==> src/rtl/snake_shift_if.sv <==
// Command/status bundle between the button front-end, snake_shift_ctrl and digit_store.
// master drives buttons/start/hit/pause; slave (the controller) drives load/shift/status.
interface snake_shift_if;
   logic       start;
   logic       btn_up;
   logic       btn_down;
   logic       btn_left;
   logic       btn_right;
   logic       hit;
   logic       pause;
   logic       set;
   logic [2:0] user_input;
   logic       up_shift;
   logic       down_shift;
   logic       left_shift;
   logic       right_shift;
   logic [1:0] dir;
   logic       running;
   logic       game_over;

   modport master (
      output start, btn_up, btn_down, btn_left, btn_right, hit, pause,
      input  set, user_input, up_shift, down_shift, left_shift, right_shift, dir, running,
             game_over
   );

   modport slave (
      input  start, btn_up, btn_down, btn_left, btn_right, hit, pause,
      output set, user_input, up_shift, down_shift, left_shift, right_shift, dir, running,
             game_over
   );
endinterface

==> src/rtl/snake_shift_ctrl.sv <==
// Game-tick driver for digit_store: load pulse, one-hot shift pulses, direction and game state.
// Optional SNAKE_PAUSE_EN: pause freezes the move counter while running.
module snake_shift_ctrl #(
   parameter int unsigned TICK_DIV  = 16,
   parameter logic [2:0]  START_PAT = 3'b111,
   parameter logic [1:0]  START_DIR = 2'd0
) (
   input logic          clk,
   input logic          reset,
   snake_shift_if.slave bus
);

   localparam int unsigned CW = $clog2(TICK_DIV);
   localparam logic [CW-1:0] CNT_MAX = CW'(TICK_DIV - 1);
   localparam logic [1:0] DIR_UP    = 2'd0;
   localparam logic [1:0] DIR_DOWN  = 2'd1;
   localparam logic [1:0] DIR_LEFT  = 2'd2;
   localparam logic [1:0] DIR_RIGHT = 2'd3;

   typedef enum logic [1:0] {StIdle, StLoad, StRun, StOver} state_e;

   state_e        state_q, state_d;
   logic [CW-1:0] cnt_q, cnt_d;
   logic [1:0]    dir_q, dir_d;
   logic [1:0]    pend_q, pend_d;
   logic          pend_vld_q, pend_vld_d;
   logic          tick_q, tick_d;
   logic          start_q;
   logic [3:0]    btn_q;
   logic [3:0]    shift_q, shift_d;
   logic          set_q, running_q, game_over_q;
   logic [2:0]    user_input_q;

   logic       start_edge, frz, tick, req_vld;
   logic [3:0] btn_now, btn_edge;
   logic [1:0] req_dir;

   assign btn_now    = {bus.btn_right, bus.btn_left, bus.btn_down, bus.btn_up};
   assign btn_edge   = btn_now & ~btn_q;
   assign start_edge = bus.start & ~start_q;

`ifdef SNAKE_PAUSE_EN
   assign frz = (state_q == StRun) && bus.pause;
`else
   assign frz = 1'b0;
`endif

   assign tick = (state_q == StRun) && (cnt_q == CNT_MAX) && !frz;

   always_comb begin
      req_dir = DIR_RIGHT;
      if (btn_edge[0])      req_dir = DIR_UP;
      else if (btn_edge[1]) req_dir = DIR_DOWN;
      else if (btn_edge[2]) req_dir = DIR_LEFT;
   end

   // Reversals differ from the current direction only in bit 0.
   assign req_vld = (|btn_edge) && (state_q != StOver) && ((req_dir ^ dir_q) != 2'b01);

   always_comb begin
      state_d    = state_q;
      cnt_d      = cnt_q;
      dir_d      = dir_q;
      pend_d     = pend_q;
      pend_vld_d = pend_vld_q;
      tick_d     = 1'b0;
      if (req_vld) begin
         pend_d     = req_dir;
         pend_vld_d = 1'b1;
      end
      unique case (state_q)
         StIdle, StOver: begin
            if (start_edge) begin
               state_d = StLoad;
               dir_d   = START_DIR;
               cnt_d   = '0;
            end
         end
         StLoad: begin
            state_d = StRun;
            cnt_d   = '0;
         end
         StRun: begin
            if (!frz) cnt_d = (cnt_q == CNT_MAX) ? '0 : cnt_q + 1'b1;
            if (tick) begin
               pend_vld_d = 1'b0;
               if (bus.hit) begin
                  state_d = StOver;
               end else begin
                  tick_d = 1'b1;
                  if (req_vld)         dir_d = req_dir;
                  else if (pend_vld_q) dir_d = pend_q;
               end
            end
         end
         default: state_d = StIdle;
      endcase
   end

   // Shift fires the cycle after the tick so it uses the freshly applied direction.
   assign shift_d = (tick_q && state_q == StRun) ? (4'b0001 << dir_q) : 4'b0000;

   always_ff @(posedge clk or negedge reset) begin
      if (!reset) begin
         state_q      <= StIdle;
         cnt_q        <= '0;
         dir_q        <= START_DIR;
         pend_q       <= DIR_UP;
         pend_vld_q   <= 1'b0;
         tick_q       <= 1'b0;
         start_q      <= 1'b0;
         btn_q        <= 4'b0000;
         shift_q      <= 4'b0000;
         set_q        <= 1'b0;
         user_input_q <= 3'b000;
         running_q    <= 1'b0;
         game_over_q  <= 1'b0;
      end else begin
         state_q      <= state_d;
         cnt_q        <= cnt_d;
         dir_q        <= dir_d;
         pend_q       <= pend_d;
         pend_vld_q   <= pend_vld_d;
         tick_q       <= tick_d;
         start_q      <= bus.start;
         btn_q        <= btn_now;
         shift_q      <= shift_d;
         set_q        <= (state_d == StLoad);
         user_input_q <= (state_d == StLoad) ? START_PAT : 3'b000;
         running_q    <= (state_d == StRun);
         game_over_q  <= (state_d == StOver);
      end
   end

   assign bus.set         = set_q;
   assign bus.user_input  = user_input_q;
   assign bus.up_shift    = shift_q[0];
   assign bus.down_shift  = shift_q[1];
   assign bus.left_shift  = shift_q[2];
   assign bus.right_shift = shift_q[3];
   assign bus.dir         = dir_q;
   assign bus.running     = running_q;
   assign bus.game_over   = game_over_q;

endmodule

==> src/flat_wrapper.sv <==
// flat-port wrapper written by rule: the top's interface ports become plain ports
module snake_shift_ctrl_flat 
#(
   parameter int unsigned TICK_DIV  = 16,
   parameter logic [2:0]  START_PAT = 3'b111,
   parameter logic [1:0]  START_DIR = 2'd0
)
  (clk, reset, bus_start, bus_btn_up, bus_btn_down, bus_btn_left, bus_btn_right, bus_hit, bus_pause, bus_set, bus_user_input, bus_up_shift, bus_down_shift, bus_left_shift, bus_right_shift, bus_dir, bus_running, bus_game_over);
  snake_shift_if bus_i ();
  input logic clk;
  input logic reset;
  input wire logic [$bits(bus_i.start)-1:0] bus_start;
  input wire logic [$bits(bus_i.btn_up)-1:0] bus_btn_up;
  input wire logic [$bits(bus_i.btn_down)-1:0] bus_btn_down;
  input wire logic [$bits(bus_i.btn_left)-1:0] bus_btn_left;
  input wire logic [$bits(bus_i.btn_right)-1:0] bus_btn_right;
  input wire logic [$bits(bus_i.hit)-1:0] bus_hit;
  input wire logic [$bits(bus_i.pause)-1:0] bus_pause;
  output wire logic [$bits(bus_i.set)-1:0] bus_set;
  output wire logic [$bits(bus_i.user_input)-1:0] bus_user_input;
  output wire logic [$bits(bus_i.up_shift)-1:0] bus_up_shift;
  output wire logic [$bits(bus_i.down_shift)-1:0] bus_down_shift;
  output wire logic [$bits(bus_i.left_shift)-1:0] bus_left_shift;
  output wire logic [$bits(bus_i.right_shift)-1:0] bus_right_shift;
  output wire logic [$bits(bus_i.dir)-1:0] bus_dir;
  output wire logic [$bits(bus_i.running)-1:0] bus_running;
  output wire logic [$bits(bus_i.game_over)-1:0] bus_game_over;
  assign bus_i.start = bus_start;
  assign bus_i.btn_up = bus_btn_up;
  assign bus_i.btn_down = bus_btn_down;
  assign bus_i.btn_left = bus_btn_left;
  assign bus_i.btn_right = bus_btn_right;
  assign bus_i.hit = bus_hit;
  assign bus_i.pause = bus_pause;
  assign bus_set = bus_i.set;
  assign bus_user_input = bus_i.user_input;
  assign bus_up_shift = bus_i.up_shift;
  assign bus_down_shift = bus_i.down_shift;
  assign bus_left_shift = bus_i.left_shift;
  assign bus_right_shift = bus_i.right_shift;
  assign bus_dir = bus_i.dir;
  assign bus_running = bus_i.running;
  assign bus_game_over = bus_i.game_over;
  snake_shift_ctrl #(.TICK_DIV(TICK_DIV), .START_PAT(START_PAT), .START_DIR(START_DIR)) u_core (.clk(clk), .reset(reset), .bus(bus_i));
endmodule
==> config.mk <==
export PLATFORM = sky130hd
export DESIGN_NAME = snake_shift_ctrl_flat
export DESIGN_NICKNAME = d
export VERILOG_FILES = /design/src/rtl/snake_shift_if.sv /design/src/rtl/snake_shift_ctrl.sv /design/src/flat_wrapper.sv
export SDC_FILE = /design/constraint.sdc
export NUM_CORES = 1
export LEC_CHECK = 0
export BUFFER_PORTS_ARGS = -buffer_cell sky130_fd_sc_hd__buf_2
export CAP_MARGIN = 20
export CORE_MARGIN = 4
export CORE_UTILIZATION = 40
export CTS_BUF_LIST = sky130_fd_sc_hd__clkbuf_4
export CTS_CLUSTER_SIZE = 12
export DETAILED_ROUTE_END_ITERATION = 7
export GPL_TIMING_DRIVEN = 0
export PLACE_DENSITY_LB_ADDON = 0.3
export SYNTH_ARGS = -nofsm -noshare
export SYNTH_HDL_FRONTEND = slang
export SYNTH_SLANG_ARGS = --single-unit
==> constraint.sdc <==
create_clock -name clk -period 2.7 [get_ports clk]
set_input_delay 0.135 -clock clk [delete_from_list [all_inputs] [get_ports clk]]
set_output_delay 0.135 -clock clk [all_outputs]
set_load 0.02 [all_outputs]
* Word level (Yosys, flattened, before mapping)
Cells that the tools add are included. Widths: inputs -> output; s select.
Cells by class: add/sub/neg operators 1, equality and inequality tests 13, shifts and indexed selects 1, mux-type cells 24, bitwise logic cells 5, reduce and logical (&&, ||, !) cells 9
Operators with widths (number):
- $mux 2 | 10
- $mux 4 | 3
- $pmux 4 s3 | 1
- $eq 2x2->1 const B | 4
- $mux 1 | 7
- $ne 2x1->1 const B | 3
- $pmux 2 s3 | 1
- $reduce_and 5->1 | 1
- $add 4x1->4 const B | 1
- $and 4x4->4 | 1
- $eq 2x1->1 const B | 2
- $eq 4x4->1 const B | 1
- $logic_and 1x1->1 | 4
- $ne 2x2->1 const B | 2
- $not 4->4 | 1
- $pmux 2 s2 | 1
- $reduce_or 4->1 | 1
- $shl 1x2->4 const A | 1
- $mux 3 | 1
- $ne 3x1->1 const B | 1
- $logic_not 2->1 | 1
- $reduce_bool 2->1 | 1
- $reduce_or 2->1 | 1
- $xor 2x2->2 | 1
- 2 further kinds | 2
Word-level totals: register bits after elaboration 27, input port bits 9, output and inout bits 12, word-level logic and storage cells 66

* Depth between registers and ports, before layout
depth in word-level cells 12, mapped depth 7, gate-level depth less buffers 7

* Worst setup path before layout
Ideal clock, no wire load.
kind flip-flop to flip-flop, start reg u_core.dir_q[0], in the netlist u_core.bus.dir[0], end reg u_core.dir_q[0], in the netlist u_core.bus.dir[0], library setup time 0.125 ns, arrival 1.500 ns, required time 2.575 ns, setup slack 1.075 ns, stages on the path, launching flop included 4, buffers on the path 0, period minus slack after synthesis 1.625 ns, path through dfrtp_1 -> or4_4 -> o211ai_4 -> mux2_4
On the way: longest elaborated chain between the ends 7, elaborated cells on any way between the ends 9, classes of those cells eq/ne: 2; mux: 4; bitwise: 1; reduce/logical: 2
Ends and longest elaborated chain:
- start, declared | line snake_shift_ctrl.sv:24 | logic [1:0] dir_q, dir_d;
- start signal, assigned | line snake_shift_ctrl.sv:121 | dir_q <= dir_d;
- $xor 2x2->2 * | line snake_shift_ctrl.sv:58 | assign req_vld = (|btn_edge) && (state_q != StOver) && ((req_dir ^ dir_q) != 2'b01);
- $ne 2x1->1 * | line snake_shift_ctrl.sv:58
- $logic_and 1x1->1 * | line snake_shift_ctrl.sv:58
- $mux 2 | line snake_shift_ctrl.sv:91 | if (req_vld) dir_d = req_dir;
- $mux 2 | line snake_shift_ctrl.sv:87 | if (bus.hit) begin
- $mux 2 | line snake_shift_ctrl.sv:85 | if (tick) begin
- $pmux 2 s2 | line snake_shift_ctrl.sv:71 | unique case (state_q)
Mark *: on every way between the ends. The rest lies on a longest branch, timed or not. The select of a mux whose other input is x is not followed. A chain may end at the register's enable or synchronous reset.

* Final worst setup path
start reg u_core.state_q[0], end reg u_core.dir_q[1], in the netlist u_core.bus.dir[1]
On the way: longest elaborated chain between the ends 7, elaborated cells on any way between the ends 18, classes of those cells eq/ne: 7; mux: 4; reduce/logical: 7
Ends and longest elaborated chain:
- start, declared | line snake_shift_ctrl.sv:22 | state_e state_q, state_d;
- start signal, assigned | line snake_shift_ctrl.sv:105 | state_q <= StIdle;
- start signal, assigned | line snake_shift_ctrl.sv:119 | state_q <= state_d;
- $ne 2x2->1 | line snake_shift_ctrl.sv:58
- $logic_and 1x1->1 (2 in a row) | line snake_shift_ctrl.sv:58
- $mux 2 | line snake_shift_ctrl.sv:91
- $mux 2 | line snake_shift_ctrl.sv:87
- $mux 2 | line snake_shift_ctrl.sv:85
- $pmux 2 s2 | line snake_shift_ctrl.sv:71
Several ways; a longest one is shown, not always the timed one. The select of a mux whose other input is x is not followed.

==> metrics.txt <==
# TYPE chip_impl_metric gauge
chip_impl_metric{name="tritoncts.num_buffers",unit=""} 3
chip_impl_info{name="crit_path_top_delay_cell",value="dfrtp_1"} 1
chip_impl_metric{name="clock_insertion_delay_worst_skew",unit="ns"} 0.32
chip_impl_metric{name="detailedRoute.firstPassIterationCount",unit=""} 4
chip_impl_metric{name="synth-simple-area-share",unit=""} 0.169
chip_impl_metric{name="peakVddDrop",unit="mV"} 0.671
chip_impl_metric{name="power_leakage",unit="nW"} 0.708
chip_impl_info{name="ys_dominant_reg_cell",value="dfrtp_1"} 1
chip_impl_metric{name="route.detailed.vias_per_inst",unit=""} 5.08
chip_impl_metric{name="finalMaxSlewViolations",unit=""} 0
chip_impl_metric{name="avg_inst_size_synth",unit="um2"} 10.8
chip_impl_metric{name="switching_power",unit="uW"} 464
chip_impl_metric{name="grt_remaining_overflow",unit=""} 0
chip_impl_metric{name="cp.buffers_inverters",unit=""} 1
chip_impl_metric{name="netlist_instances",unit=""} 103
chip_impl_metric{name="number_of_levels_the_h_tree_was_split_into",unit=""} 1
chip_impl_info{name="clock_tree.root_cell",value="clkbuf_4"} 1
chip_impl_metric{name="max_cap_viol_count",unit=""} 0
chip_impl_info{name="cp_cell_sequence",value="inv_1 -> ha_1 -> and2_1 -> nor3_1 -> o22ai_1 -> mux2_4"} 1
chip_impl_metric{name="worstPathArrival",unit="ns"} 2.09
chip_impl_metric{name="postCtsResizedCells",unit=""} 0
chip_impl_metric{name="final.period_utilization",unit=""} 0.697
chip_impl_info{name="timing.setup.critical_path_class",value="reg2reg"} 1
chip_impl_metric{name="synthesis.area",unit="mm2"} 0.00112
chip_impl_metric{name="clock_power_share",unit=""} 0.134
chip_impl_metric{name="yosysWarningCount",unit=""} 0
chip_impl_metric{name="hold_violations",unit=""} 0
chip_impl_metric{name="die-height",unit="um"} 60.8
chip_impl_info{name="grt_setup_unrepaired",value="false"} 1
chip_impl_metric{name="finalSetupTns",unit="ns"} 0
chip_impl_metric{name="netlist.area_leader.share",unit=""} 0.538
chip_impl_info{name="status",value="completed"} 1
chip_impl_metric{name="setup_viol",unit=""} 0
chip_impl_metric{name="num_rows",unit=""} 18
chip_impl_metric{name="clk_transition_reported_paths",unit="ns"} 0.13
chip_impl_metric{name="numClockSinks",unit=""} 24
chip_impl_metric{name="final.setup_skew",unit="ns"} 0.0103
chip_impl_metric{name="1st_iter_drt_viols",unit=""} 18
chip_impl_metric{name="async_reset_ff_frac",unit=""} 1.00
chip_impl_metric{name="nets",unit=""} 146
chip_impl_metric{name="wl_per_cell",unit="um"} 12.5
chip_impl_metric{name="post_synth_num_cell_types",unit=""} 29
chip_impl_metric{name="worstMarginPinSlew",unit="ns"} 0.516
chip_impl_info{name="crit_path_end_kind",value="register"} 1
chip_impl_metric{name="grt_antenna_before_repair",unit=""} 0
chip_impl_metric{name="filler_cell_count",unit=""} 265
chip_impl_metric{name="drt_drc_violations_left",unit=""} 0
chip_impl_metric{name="ioPinCount",unit=""} 21
chip_impl_metric{name="synthMuxAreaShare",unit=""} 0.0448
chip_impl_metric{name="hpwlAfterDp",unit="mm"} 1.46
chip_impl_metric{name="drive_above_1_share",unit=""} 0.244
chip_impl_metric{name="fp.coreArea",unit="mm2"} 0.00257
chip_impl_metric{name="ffs_latches_synth",unit=""} 24
chip_impl_metric{name="track_usage",unit=""} 0.128
chip_impl_metric{name="timing.critical_path.fanout_max",unit=""} 5
chip_impl_metric{name="synth_compound_area_frac",unit=""} 0.138
chip_impl_metric{name="sw_frac_of_total",unit=""} 0.401
chip_impl_info{name="start_kind",value="register"} 1
chip_impl_metric{name="finalNonFillerCells",unit=""} 161
chip_impl_metric{name="max_freq",unit="MHz"} 531
chip_impl_metric{name="timing.max_slew.rel_slack",unit=""} 0.656
chip_impl_info{name="synth_area_leader_cell",value="dfrtp_1"} 1
chip_impl_metric{name="synth_enable_flop_cells",unit=""} 0
chip_impl_metric{name="largest_net_degree_at_the_start_of_global_routing",unit=""} 25
chip_impl_info{name="synth_top_cells_by_area",value="dfrtp_1 (54%), ha_1 (4.5%), inv_1 (3.7%), nand2_1 (3.7%), a21oi_1 (2.7%)"} 1
chip_impl_metric{name="dpl.cell_count",unit=""} 152
chip_impl_info{name="timing.critical_path.max_delay_family",value="simple AND/OR/NAND/NOR gates"} 1
chip_impl_metric{name="die_width",unit="um"} 60.8
chip_impl_metric{name="initial_utilization",unit=""} 0.435
chip_impl_metric{name="fp.dieArea",unit="mm2"} 0.00370
chip_impl_metric{name="required",unit="ns"} 2.91
chip_impl_metric{name="synthesis.nets",unit=""} 116
chip_impl_metric{name="critPathMaxStageDelay",unit="ns"} 0.44
chip_impl_metric{name="vias",unit=""} 818
chip_impl_metric{name="synth.yosys.seq_area_share",unit=""} 0.538
chip_impl_metric{name="power-per-cell-area",unit="mW/mm2"} 869
chip_impl_metric{name="grt.met1_usage",unit=""} 0.162
chip_impl_metric{name="grt_pass1_vias",unit=""} 827
chip_impl_metric{name="finished_core_util",unit=""} 0.519
chip_impl_metric{name="yosys.area_share.adder",unit=""} 0.0448
chip_impl_metric{name="grtUsageMet3",unit=""} 0.0191
chip_impl_metric{name="routabilityCongestion",unit=""} 0.730
chip_impl_metric{name="yosys.area_share.xor_xnor",unit=""} 0.00785
chip_impl_metric{name="cts_max_path_buffers",unit=""} 2
chip_impl_metric{name="wire_length_of_the_first_global_routing_pass",unit="mm"} 3.52
chip_impl_metric{name="num_antenna_cells",unit=""} 0
chip_impl_info{name="dominant_combinational_cell_family_by_area_after_synthesis",value="simple AND/OR/NAND/NOR gates"} 1
chip_impl_info{name="global_route.peak_usage_layer",value="met2"} 1
chip_impl_metric{name="wl",unit="mm"} 2.02
chip_impl_metric{name="fraction_of_power_consumed_by_combinational_cells",unit=""} 0.451
chip_impl_metric{name="hold_slack",unit="ns"} 0.305
chip_impl_metric{name="area_growth",unit="%"} 19.3
chip_impl_info{name="min-delay-path-class",value="in2async"} 1
chip_impl_metric{name="placement.io_buffers",unit=""} 19
chip_impl_metric{name="period_needed",unit="ns"} 1.88
chip_impl_metric{name="p_seq_frac",unit=""} 0.415
chip_impl_info{name="cts_tree",value="yes"} 1
chip_impl_metric{name="count_of_antenna_violating_nets_left_after_detailed_routing",unit=""} 0
chip_impl_metric{name="gr-usage-met2",unit=""} 0.217
chip_impl_metric{name="cell_internal_pwr",unit="uW"} 693
-- power groups by stage --
stage          logic, mW  clock network [mW]  registers, mW
6_report           0.521               0.155          0.480
5_1_grt            0.582               0.170          0.488
4_1_cts            0.526               0.157          0.480
3_5_place_dp       0.514                   0          0.487
3_3_place_gp       0.502                   0          0.481
2_1_floorplan      0.365                   0          0.504
-- flip-flops by register name, summed over array words and instances (netlist names) --
| register | flops |
|---|---|
| u_core.pend_q | 2 |
| u_core.bus.game_over | 1 |
| u_core.bus.user_input | 1 |
| u_core.btn_q | 4 |
| u_core.tick_q | 1 |
| u_core.bus.running | 1 |
| u_core.start_q | 1 |
| u_core.shift_q | 4 |
| u_core.cnt_q | 4 |
| u_core.state_q | 2 |
| u_core.bus.dir | 2 |
| u_core.pend_vld_q | 1 |
-- through the flow --
| stage | total power, mW | setup WS (ns) | area (um2) |
|---|---|---|---|
| CTS | 1.16 | 0.838 | 1330 |
| finish | 1.16 | 0.817 | 1330 |
| floorplan | 0.869 | 1.08 | 1120 |
| global placement | 0.983 | 0.962 | 1250 |
| detailed placement | 1.00 | 0.919 | 1250 |
| global route | 1.24 | 0.744 | 1330 |
-- final cells by class --
| class | count | area [um2] | share of cell area |
|---|---|---|---|
| sequential | 24 | 601 | 0.451 |
| multi-input combinational | 65 | 452 | 0.339 |
| timing repair buffer | 25 | 155 | 0.117 |
| inverter | 11 | 41.3 | 0.0310 |
| tap | 30 | 37.5 | 0.0282 |
| clock buffer | 3 | 22.5 | 0.0169 |
| buffer | 3 | 22.5 | 0.0169 |
-- final timing paths --
path | start | to | slack (ns) | cells after the start
max in group asynchronous | reset | u_core.pend_q[0]$_DFFE_PN0P_ | 2.04 | 2
worst max-delay path | u_core.state_q[0]$_DFF_PN0_ | u_core.bus.dir[1]$_DFFE_PN0P_ | 0.82 | 6
worst min-delay path | reset | u_core.tick_q$_DFF_PN0_ | 0.30 | 2
worst max register to register | u_core.state_q[0]$_DFF_PN0_ | u_core.bus.dir[1]$_DFFE_PN0P_ | 0.82 | 6
min in group clk | bus_hit | u_core.state_q[0]$_DFF_PN0_ | 0.33 | 5
worst min register to register | u_core.cnt_q[3]$_DFFE_PN0P_ | u_core.cnt_q[3]$_DFFE_PN0P_ | 0.50 | 1
-- cells in the final DEF (no fill, tap or decap), drive strengths merged, types with 4 or more instances in the layout --
cell and count:
a21oi 6, o22ai 4, dfrtp 24, inv 11, dlygate4sd3 6, nor3 5, ha 4, nand2 11
buf 22
-- kinds of logic after synthesis --
| logic type | count (synthesis) |
|---|---|
| xor+xnor | 1 |
| simple gates | 34 |
| flops | 24 |
| compound gates | 22 |
| buf+inv | 14 |
| mux | 4 |
| fa+ha+maj | 4 |
-- synthesized netlist by cell type, types with 2 or more instances --
| master | instances |
|---|---|
| mux2i_1 | 2 |
| nand3_1 | 3 |
| ha_1 | 4 |
| nand2b_1 | 3 |
| nand2_1 | 11 |
| o31ai_1 | 2 |
| inv_1 | 11 |
| buf_4 | 3 |
| a21oi_1 | 6 |
| o21ai_0 | 2 |
| mux2_4 | 2 |
| and2_1 | 3 |
| dfrtp_1 | 24 |
| a21o_1 | 3 |
| nor3_1 | 5 |
| o22ai_1 | 4 |
| nor2_1 | 3 |
-- routing by layer --
layer / vias up / wire [um]
met1: 395 / 890
li1: 406 / -
met2: 13 / 1010
met5: - / 0
met3: 4 / 83
met4: 0 / 34
-- what timing repair did --
item | in CTS | in global routing
setup buffers | 0 | 0
hold buffers | 6 | 0
hold endpoints to repair | 29 | 0
Power figures use the tool's default switching activity.
